==> src/rtl/level_meter.sv <==
// level_meter: peak-reading level meter with hold/decay peak, 8-segment
// dBFS bar-graph and held clip indicator. Optional clip event counter is
// enabled by defining LEVEL_METER_CLIPCOUNT_EN.
module level_meter #(
  parameter int HOLD_SAMPLES      = 24000,
  parameter int DECAY_STEP        = 2,
  parameter int CLIP_HOLD_SAMPLES = 48000
) (
  input  logic               clk_48,
  input  logic               reset,
  input  logic signed [15:0] meterIn,
  output logic        [15:0] peakLevel,
  output logic         [7:0] meterLeds,
`ifdef LEVEL_METER_CLIPCOUNT_EN
  output logic         [7:0] clipCount,
`endif
  output logic               clip
);

  localparam int HW = $clog2(HOLD_SAMPLES + 1);
  localparam int CW = $clog2(CLIP_HOLD_SAMPLES + 1);
  localparam logic [HW-1:0] HOLD_INIT = HW'(HOLD_SAMPLES - 1);
  localparam logic [CW-1:0] CLIP_INIT = CW'(CLIP_HOLD_SAMPLES - 1);
  localparam logic [15:0]   STEP      = 16'(DECAY_STEP);
  localparam logic [15:0]   FULL      = 16'h7FFF;

  // Segment thresholds, index 0 is the lowest LED (-42 dBFS .. -1 dBFS)
  localparam logic [7:0][15:0] THR = {16'd29204, 16'd16423, 16'd8231, 16'd4125,
                                      16'd2068,  16'd1036,  16'd519,  16'd260};

  typedef enum logic [1:0] {IDLE, HOLD, DECAY} state_t;

  state_t        state, state_nxt;
  logic [15:0]   mag, neg, dec, peak_nxt;
  logic [HW-1:0] hold_cnt, hold_nxt;
  logic [CW-1:0] clip_cnt;
  logic [7:0]    leds_nxt;
  logic          clip_det;

  // Two's-complement negate; -32768 has no positive twin so it saturates
  assign neg      = ~meterIn + 16'd1;
  assign mag      = (meterIn == 16'sh8000) ? FULL : (meterIn[15] ? neg : meterIn);
  assign clip_det = (mag == FULL);
  // Decay floors at zero rather than wrapping
  assign dec      = (peakLevel > STEP) ? (peakLevel - STEP) : 16'd0;

  // Thermometer compare, one comparator per segment
  for (genvar g = 0; g < 8; g++) begin : g_seg
    assign leds_nxt[g] = (peakLevel >= THR[g]);
  end

  // Peak FSM next-state: capture wins over every other transition
  always_comb begin
    state_nxt = state;
    peak_nxt  = peakLevel;
    hold_nxt  = hold_cnt;
    if (mag >= peakLevel && mag != 16'd0) begin
      peak_nxt  = mag;
      hold_nxt  = HOLD_INIT;
      state_nxt = HOLD;
    end else begin
      case (state)
        IDLE:  state_nxt = IDLE;
        HOLD: begin
          if (hold_cnt == '0) state_nxt = DECAY;
          else                hold_nxt  = hold_cnt - HW'(1);
        end
        DECAY: begin
          peak_nxt = (dec > mag) ? dec : mag;
          if (peak_nxt == 16'd0) state_nxt = IDLE;
        end
        default: state_nxt = IDLE;
      endcase
    end
  end

  // Peak FSM state, peak and hold counter registers
  always_ff @(posedge clk_48 or posedge reset) begin
    if (reset) begin
      state     <= IDLE;
      peakLevel <= 16'd0;
      hold_cnt  <= '0;
    end else begin
      state     <= state_nxt;
      peakLevel <= peak_nxt;
      hold_cnt  <= hold_nxt;
    end
  end

  // Bar-graph registered from the current peak, one cycle behind it
  always_ff @(posedge clk_48 or posedge reset) begin
    if (reset) meterLeds <= 8'd0;
    else       meterLeds <= leds_nxt;
  end

  // Clip flag with retriggerable hold counter
  always_ff @(posedge clk_48 or posedge reset) begin
    if (reset) begin
      clip     <= 1'b0;
      clip_cnt <= '0;
    end else if (clip_det) begin
      clip     <= 1'b1;
      clip_cnt <= CLIP_INIT;
    end else if (clip_cnt != '0) begin
      clip_cnt <= clip_cnt - CW'(1);
    end else begin
      clip <= 1'b0;
    end
  end

`ifdef LEVEL_METER_CLIPCOUNT_EN
  logic clip_det_q;

  // Count rising edges of clip detection, saturating at 255
  always_ff @(posedge clk_48 or posedge reset) begin
    if (reset) begin
      clip_det_q <= 1'b0;
      clipCount  <= 8'd0;
    end else begin
      clip_det_q <= clip_det;
      if (clip_det && !clip_det_q && clipCount != 8'hFF)
        clipCount <= clipCount + 8'd1;
    end
  end
`endif

endmodule

==> config.mk <==
export PLATFORM = sky130hd
export DESIGN_NAME = level_meter
export DESIGN_NICKNAME = d
export VERILOG_FILES = /design/src/rtl/level_meter.sv
export SDC_FILE = /design/constraint.sdc
export NUM_CORES = 1
export LEC_CHECK = 0
export ABC_AREA = 1
export CORE_MARGIN = 1.5
export CORE_UTILIZATION = 27
export CTS_BUF_LIST = sky130_fd_sc_hd__clkbuf_8 sky130_fd_sc_hd__clkbuf_16
export CTS_CLUSTER_DIAMETER = 120
export DETAILED_ROUTE_END_ITERATION = 8
export PLACE_DENSITY_LB_ADDON = 0.12
export RECOVER_POWER = 50
export SYNTH_ARGS = -nofsm -noshare
export SYNTH_HDL_FRONTEND = slang
export SYNTH_SLANG_ARGS = --single-unit
==> constraint.sdc <==
create_clock -name clk_48 -period 4.87 [get_ports clk_48]
set_clock_uncertainty 0.15 [all_clocks]
set_input_delay 0.7305 -clock clk_48 [delete_from_list [all_inputs] [get_ports clk_48]]
set_output_delay 0.7305 -clock clk_48 [all_outputs]
set_load 0.03 [all_outputs]
After elaboration in Yosys (flattened, before gate mapping)
Cells that the tools add are included.
- register bits after elaboration: 58
- latch bits: 0
- memory bits (writable): 0
- bits in read-only memories: 0
- output and inout port bits: 25
- word-level logic and storage cells: 57
- memories kept: 0
- add/sub/neg operators: 4
- multiply operators: 0
- divide/modulo/power cells: 0
- magnitude comparators: 11
- eq/ne operators: 8
- shifts and indexed selects: 0
- mux-type cells: 17
- bitwise logic cells: 1
- reductions and logical operators: 10
- operator list (operator ; count):
    16-bit two-way mux ; 8
    15-bit two-way mux ; 3
    16-bit by 15-bit greater-or-equal comparator with 1-bit output (second input constant) ; 2
    16-bit nonzero test ; 2
    16-bit by 1-bit adder with 16-bit output (second input constant) ; 1
    16-bit by 15-bit == test with 1-bit output (second input constant) ; 1
    16-bit == test (second input constant) ; 1
    16-bit by 10-bit greater-or-equal comparator with 1-bit output (second input constant) ; 1
    16-bit by 11-bit greater-or-equal comparator with 1-bit output (second input constant) ; 1
    16-bit by 12-bit greater-or-equal comparator with 1-bit output (second input constant) ; 1
    16-bit by 13-bit greater-or-equal comparator with 1-bit output (second input constant) ; 1
    16-bit by 14-bit greater-or-equal comparator with 1-bit output (second input constant) ; 1
    16-bit greater-or-equal comparator ; 1
    16-bit by 9-bit greater-or-equal comparator with 1-bit output (second input constant) ; 1
    16-bit greater-than comparator ; 1
    16-bit by 2-bit greater-than comparator with 1-bit output (second input constant) ; 1
    16-bit zero test ; 1
    16-bit inverter ; 1
    16-bit by 1-bit subtractor with 16-bit output (second input constant) ; 1
    16-bit by 2-bit subtractor with 16-bit output (second input constant) ; 1
    15-bit zero test ; 1
    15-bit by 1-bit subtractor with 15-bit output (second input constant) ; 1
    2-bit two-way mux ; 3
    3-bit inequality test (second input constant) ; 2
    other kinds (8) ; 13

Depth between registers and ports, before layout
Gate-level depths: netlist (run 1).
- depth after elaboration: 10
- mapped depth: 28
- mapped depth without buffers: 26

Worst setup path before layout (run 1)
Ideal clock, no wire load.
- kind: input to register
- start: in meterIn[1]
- end: reg state[1]
- setup time: 117 ps
- data arrival time: 3332 ps
- data required time: 4603 ps
- path slack: 1271 ps
- cell stages on the path: 23
- buffers on the path: 2
- cells stage by stage: inv_1 ha_1 nand3_1 nor2_4 nand4_4 buf_6 nand2_1 inv_1 ha_1 nand4_1 nor3_1 nand2_1 nand2_1 nand2_1 buf_2 nand2_1 nand2_1 nor2_1 nand2_1 nor2_1 nand2_1 nand2_1 nand2_1
- word-level cells in the longest chain between the ends: 9
- elaborated cells between the ends (all ways): 15
- those cells by class: add/sub (1); order compare (2); eq/ne (3); mux (4); bitwise (1); reduce/logical (4)
- RTL lines (what ; line ; source):
    start, declared ; 11 ; input logic signed [15:0] meterIn,
    16-bit inverter ; 41 ; assign neg = ~meterIn + 16'd1;
    16-bit by 1-bit adder with 16-bit output ; 41 ;
    16-bit two-way mux ; 42 ; assign mag = (meterIn == 16'sh8000) ? FULL : (meterIn[15] ? neg : meterIn);
    16-bit two-way mux (*) ; 42 ;
    16-bit greater-than comparator ; 69 ; peak_nxt = (dec > mag) ? dec : mag;
    16-bit two-way mux ; 69 ;
    16-bit zero test ; 70 ; if (peak_nxt == 16'd0) state_nxt = IDLE;
    3-bit inequality test (no line) ; -- ;
    2-bit AND reduction (no line) ; -- ;
    end signal, assigned ; 84 ; state <= state_nxt;
    end, declared ; 33 ; state_t state, state_nxt;
Mark *: on every way between the ends. The rest lies on a longest branch, timed or not.
A chain may end at the register's enable or synchronous reset.

Final worst setup path (run 1)
- start: in meterIn[0]
- end: reg state[1]
The elaborated chain is that of the path after synthesis.

==> metrics, run 1 <==
Core Box Area 18100 um^2; dpl ws between 300 and 400 ps; clock transition at the registers of the reported paths 50 ps; Switching Share 0.482; Cell Chain, Critical Path clkdlybuf4s50_1 -> inv_2 -> ha_1 -> nand3_1 -> nor2_4 -> nand4_4 -> nand3_2 -> inv_2 -> ha_1 -> nand2_1 -> nor3_1 -> nand2_1 -> nand2_1 -> nand2_1 -> nand2_1 -> nand2_1 -> nor2_1 -> nand2_1 -> nor2_1 -> nand2_1 -> nand2_1 -> nand2_1; status finished with violations; Pre-Repair DR Iteration Count 7; worst-case reg-to-reg path depth 20; top_reg_cell synth dfrtp_1; clk sinks 58; Fin. Hold Viols 0; leakage power 2.93 nW; DRC viols 4; CTS max path bufs 2; warnings from Yosys 0; dpl cell area 5790 um^2; post-synthesis instance total roughly 770; number of port buffers 42; number of routed nets with antenna violations 0; hold crit path type flop to flop; internal power 1.68 mW; compound-cell area share of the yosys netlist 0.0630; worst setup margin about 700 ps; drt total wl 15200 um; P&R area growth vs syn 20.6%; crit share post-route 0.853; ys async rst share 1.00; Vias/cell ~4.8; Simple-Gate Fraction of Synth Area 0.426; Detail Placement HPWL 12200 um; I/O pin count 43; wire length on met3 686 um; largest stage delay on the critical path 450 ps; post-synthesis xor/xnor area fraction 0.0381; Tot Pwr 3.25 mW; CP Launch Type primary input; Crit. Startpoint meterIn[0]; TritonCTS clock tree yes; Reg2Reg Setup Slack 820 ps; failing checks design-rule violations; antenna diode count 0; number of synthesized flops with an enable pin 0; sequential area share after synthesis 0.287; layout cell share with drive strength beyond 1 0.0835; Worst Max-Slew Pin Slew 1380 ps; Worst-Skew Late Latency 330 ps; CP endpoint kind flop; All-Layer GR Usage 0.162; post-route cell area 6110 um^2; CP endpoint state[1]$_DFFE_PP0P_; Setup TNS 0 ps; Wirelength per Cell ~14 um; syn nets ~800; die width about 140 um; power density cells approximately 530 nW/um^2; Met2 Wirelength 6540 um; setup bufs post-CTS 0; WL met1 7720 um; Nets 876; fillers 2007; worst r2r dst state[1]$_DFFE_PP0P_; CTS root buf clkbuf_16; slowest stage cell, crit path clkdlybuf4s50_1; hold path depth 2; GP Congestion 0.848; count of cell types in the netlist 40; largest net degree at the start of global routing 35; via count 5034; Initial Util 0.279; highest routed layer met4; CTS buffer count 9; post-synth top area cell dfrtp_1; combinational family with the most area after synthesis simple AND/OR/NAND/NOR gates; clock share of power 0.216; adder-cell share of the synthesized area 0.0914; first-pass GRT wire length 25200 um; CTS H-tree lvls 3; CP required 4940 ps; Final Setup Violations 0; Tmin final 4160 ps; full die area roughly 20000 um^2; Slew HR 0.0811; Final Max Tran Viols 0; post-synthesis mux area share 0.00198; Rows a little under 50; # hold bufs at CTS 0; vias in the first global route 4835; PostCTS Resize Cnt 0; CP arrival 4230 ps; hold_ws around 340 ps; largest cells by area after synthesis dfrtp_1, nand2_1, nand3_1; chip height 140 um; DRT iter0 DRCs 314; Seq cells post-synth 58; most frequent CP cell nand2_1; P_sw 1.57 mW; Worst R2R Start peakLevel[13]$_DFFE_PP0P_; Gate power share 0.550; Max-Cap Viols 0; area share of the largest cell type after synthesis 0.287; initial antenna violation count 0; peak supply drop 0.000142 V; kind of critical path primary input to flop; worst-path fanout max 16; synthesized area per cell 6.61 um^2; cell area after synthesis roughly 5100 um^2; f_max 241 MHz; Flop pwr share 0.234; unrepaired setup endpoints after global routing no; gr ovfl total 0
==> power groups by stage <==
stage	Sequential, mW	Combinational, mW	Clock, mW
floorplan	0.879	1.11	0
global placement	0.774	1.81	0
detailed placement	0.771	1.79	0
CTS	0.763	1.80	0.718
global route	0.779	2.02	0.739
finish	0.760	1.79	0.700
==> logic make-up (layout without fill, tap and decap cells) <==
| family | Yosys count | count (layout) |
|---|---|---|
| compound gates | 56 | 56 |
| xor+xnor | 22 | 22 |
| fa+ha+maj | 37 | 37 |
| buf+inv | 111 | 171 |
| flops | 58 | 58 |
| mux | 1 | 1 |
| simple gates | 481 | 481 |
==> Yosys cell counts (all sizes together) (5+ instances only) <==
| library cell | count |
|---|---|
| a21oi | 25 |
| buf | 11 |
| dfrtp | 58 |
| ha | 37 |
| inv | 95 |
| nand2 | 221 |
| nand3 | 117 |
| nand3b | 6 |
| nand4 | 14 |
| nor2 | 100 |
| nor3 | 18 |
| o211ai | 5 |
| o21ai | 16 |
| xor2 | 18 |
==> metrics by stage <==
stage	utilization	cells
6_report	0.337	1055
3_3_place_gp	0.319	1039
5_1_grt	0.337	1055
2_1_floorplan	-	766
3_5_place_dp	0.319	1039
4_1_cts	0.337	1055
==> cell type report <==
| cell class | instances | area (um^2) | share of cell area |
|---|---|---|---|
| multi-input combinational | 597 | 3130 | 0.513 |
| sequential | 58 | 1450 | 0.238 |
| timing repair buffer | 59 | 544 | 0.0891 |
| clock inverter | 5 | 77.6 | 0.0127 |
| inverter | 96 | 360 | 0.0590 |
| clock buffer | 11 | 253 | 0.0414 |
| tap | 229 | 287 | 0.0469 |
==> registers in the layout, indices dropped and copies added, names as in the netlist <==
| signal | cells |
|---|---|
| clip_cnt | 16 |
| peakLevel | 16 |
| hold_cnt | 15 |
| meterLeds | 8 |
| state | 2 |
| clip | 1 |
==> metal layers <==
| layer | GRT usage | vias up |
|---|---|---|
| met4 | 0.0565 | 0 |
| met2 | 0.249 | 118 |
| met3 | 0.0164 | 20 |
| met5 | 0 | - |
| li1 | - | 2606 |
| met1 | 0.234 | 2290 |
==> critical path, delay by kind of cell <==
kind	cells	cell delay, ps
and+or+nand+nor	17	2430
adders and majority gates	2	450
buffers and inverters	3	600
==> cell usage in the layout, fill, tap and decap left out, types with 9 or more instances in the layout <==
cell             synthesis  routed
nand2_1                214     214
nand3_1                113     113
nor2_1                  91      93
inv_1                   81      82
dfrtp_1                 58      58
ha_1                    37      37
clkdlybuf4s50_1          0      37
a21oi_1                 25      25
xor2_1                  18      18
nor3_1                  17      17
o21ai_0                 16      16
buf_4                    2      16
inv_2                   14      14
nand4_1                 13      13
clkbuf_16                0       9
==> worst min path at each step <==
stage	startpoint	end	slack [ps]
2_1_floorplan	state[1]$_DFFE_PP0P_	state[0]$_DFFE_PP0P_	300
4_1_cts	clip$_DFFE_PP0P_	clip$_DFFE_PP0P_	340
3_3_place_gp	clip$_DFFE_PP0P_	clip$_DFFE_PP0P_	320
5_1_grt	clip$_DFFE_PP0P_	clip$_DFFE_PP0P_	380
3_5_place_dp	clip$_DFFE_PP0P_	clip$_DFFE_PP0P_	330
6_report	clip$_DFFE_PP0P_	clip$_DFFE_PP0P_	340
No activity file was read; power rests on OpenSTA's default activity.
==> run 2: changes to the inputs <==
- CTS_CLUSTER_DIAMETER: 120 -> not set
- PLACE_DENSITY_LB_ADDON: 0.12 -> not set
- SLEW_MARGIN: not set -> 40
==> run 2 against run 1 <==
Non-clock buffer count shrank 4. Largest cell class unchanged. Critical path depth is the same. Largest power group unchanged. Wire length shrank 1.3%. The run ends with design-rule violations, max-capacitance violations, max-slew violations left. Worst hold slack gained 2.3 ps.
==> metrics, run 2 (synthesis gave the netlist of run 1 again) <==
DRT iter0 DRCs approximately 320; Worst R2R Start peakLevel[15]$_DFFE_PP0P_; hold crit path type flop to flop; kind of critical path primary input to flop; I/O pin count 43; Worst-Skew Late Latency around 330 ps; Core Box Area approximately 18000 um^2; worst r2r dst state[1]$_DFFE_PP0P_; CP required 4940 ps; Reg2Reg Setup Slack 840 ps; clock transition at the registers of the reported paths 60 ps; full die area 19600 um^2; Rows 49; CP endpoint kind flop; DRC viols 3; TritonCTS clock tree yes; status finished with violations; Regs by FF count clip_cnt (16), peakLevel (16), hold_cnt (15); Fin. Hold Viols 0; All-Layer GR Usage 0.158; number of port buffers 42; CTS max path bufs 2; power density cells approximately 530 nW/um^2; busiest layer in global routing met2; Detail Placement HPWL 11900 um; Tmin final 4210 ps; met3 global-route usage 0.0229; vias in the first global route 4827; # hold bufs at CTS 0; drt total wl 15000 um; failing checks design-rule violations, max-capacitance violations, max-slew violations; hold path depth 2; die width ~140 um; Slew HR -1.12; Tot Pwr approximately 3.2 mW; gr ovfl total 0; Setup TNS 0 ps; grt met1 use 0.225; peak supply drop 0.000173 V; Pre-Repair DR Iteration Count 7; hold path endpoint clip$_DFFE_PP0P_; hold_ws between 300 and 400 ps; number of routed nets with antenna violations 0; setup bufs post-CTS 0; initial antenna violation count 0; f_max 238 MHz; Worst Max-Slew Pin Slew 3180 ps; Wirelength per Cell 14.3 um; first-pass GRT wire length 24800 um; met2 global-route usage 0.253; unrepaired setup endpoints after global routing no; commonest non-fill, non-tap cell in the layout nand2_1; Max-Cap Viols 1; chip height 140 um; crit share post-route 0.864; hold path start clip$_DFFE_PP0P_; layout cell share with drive strength beyond 1 0.0804; CP arrival 4280 ps; CTS buffer count 9; Vias/cell ~5; CP Launch Type primary input; CTS root buf clkbuf_16; worst-path fanout max 16; antenna diode count 0; via count 5108; most frequent cells in the layout nand2_1, nand3_1, nor2_1, inv_1, dfrtp_1; Nets around 870; leakage power 2.88 nW; P&R area growth vs syn 19.4%; worst-case reg-to-reg path depth 20; PostCTS Resize Cnt 0; Final Setup Violations 0; CTS H-tree lvls 3; clk sinks 58; GP Congestion 0.936; largest net degree at the start of global routing between 50 and 60; Final Max Tran Viols 59; Initial Util 0.279
==> run 2: stage by stage <==
stage	std cells	worst slack (ps)	utilization	instance area (um^2)
final	1050	660	0.333	6040
after global placement	1035	423	0.317	5760
after detailed placement	1035	345	0.317	5760
after global routing	1050	189	0.333	6040
after floorplan	766	1270	-	5060
after CTS	1050	681	0.333	6050
==> run 2: where the power goes <==
group / leakage (nW) / switching [mW] / internal, mW
registers: 0.624 / 0.159 / 0.597
logic: 2.12 / 1.19 / 0.602
clock network: 0.140 / 0.225 / 0.405
==> run 2: how the worst max path moves through the flow <==
stage,end,slack [ps],start,depth (start not counted)
final,state[1]$_DFFE_PP0P_,660,meterIn[0],22
after detailed placement,state[1]$_DFFE_PP0P_,340,meterIn[0],22
after CTS,state[1]$_DFFE_PP0P_,680,meterIn[0],22
after global routing,peakLevel[0]$_DFFE_PP0P_,190,reset,3
after global placement,state[1]$_DFFE_PP0P_,420,meterIn[0],22
after floorplan,state[1]$_DFFE_PP0P_,1270,meterIn[1],23
==> run 2: routing by layer <==
metal | vias up | share of wire
met3 | 10 | 0.061
met5 | - | 0
met4 | 0 | 0.0082
met2 | 161 | 0.45
li1 | 2600 | -
met1 | 2337 | 0.48
==> run 2: area by class of cell <==
cell class	instances	area (um^2)
Fill cell	1996	12100
Multi-Input combinational cell	597	3140
Sequential cell	58	1450
Timing Repair Buffer	55	514
Inverter	96	360
Tap cell	229	287
Clock buffer	10	239
Clock inverter	5	55.1
==> run 2: worst max-delay path: stages <==
cell and delay, ps:
clkdlybuf4s50_1 440, inv_2 80, ha_1 170, nand3_1 140, nor2_4 170, nand4_4 290
nand2_1 290, inv_1 70, ha_1 300, nand4_1 110, nor3_1 220, nand2_1 90
nand2_1 80, nand2_1 320, nand2_1 160, nand2_1 80, nor2_1 120, nand2_1 60
nor2_1 150, nand2_1 80, nand2_1 60, nand2_1 40
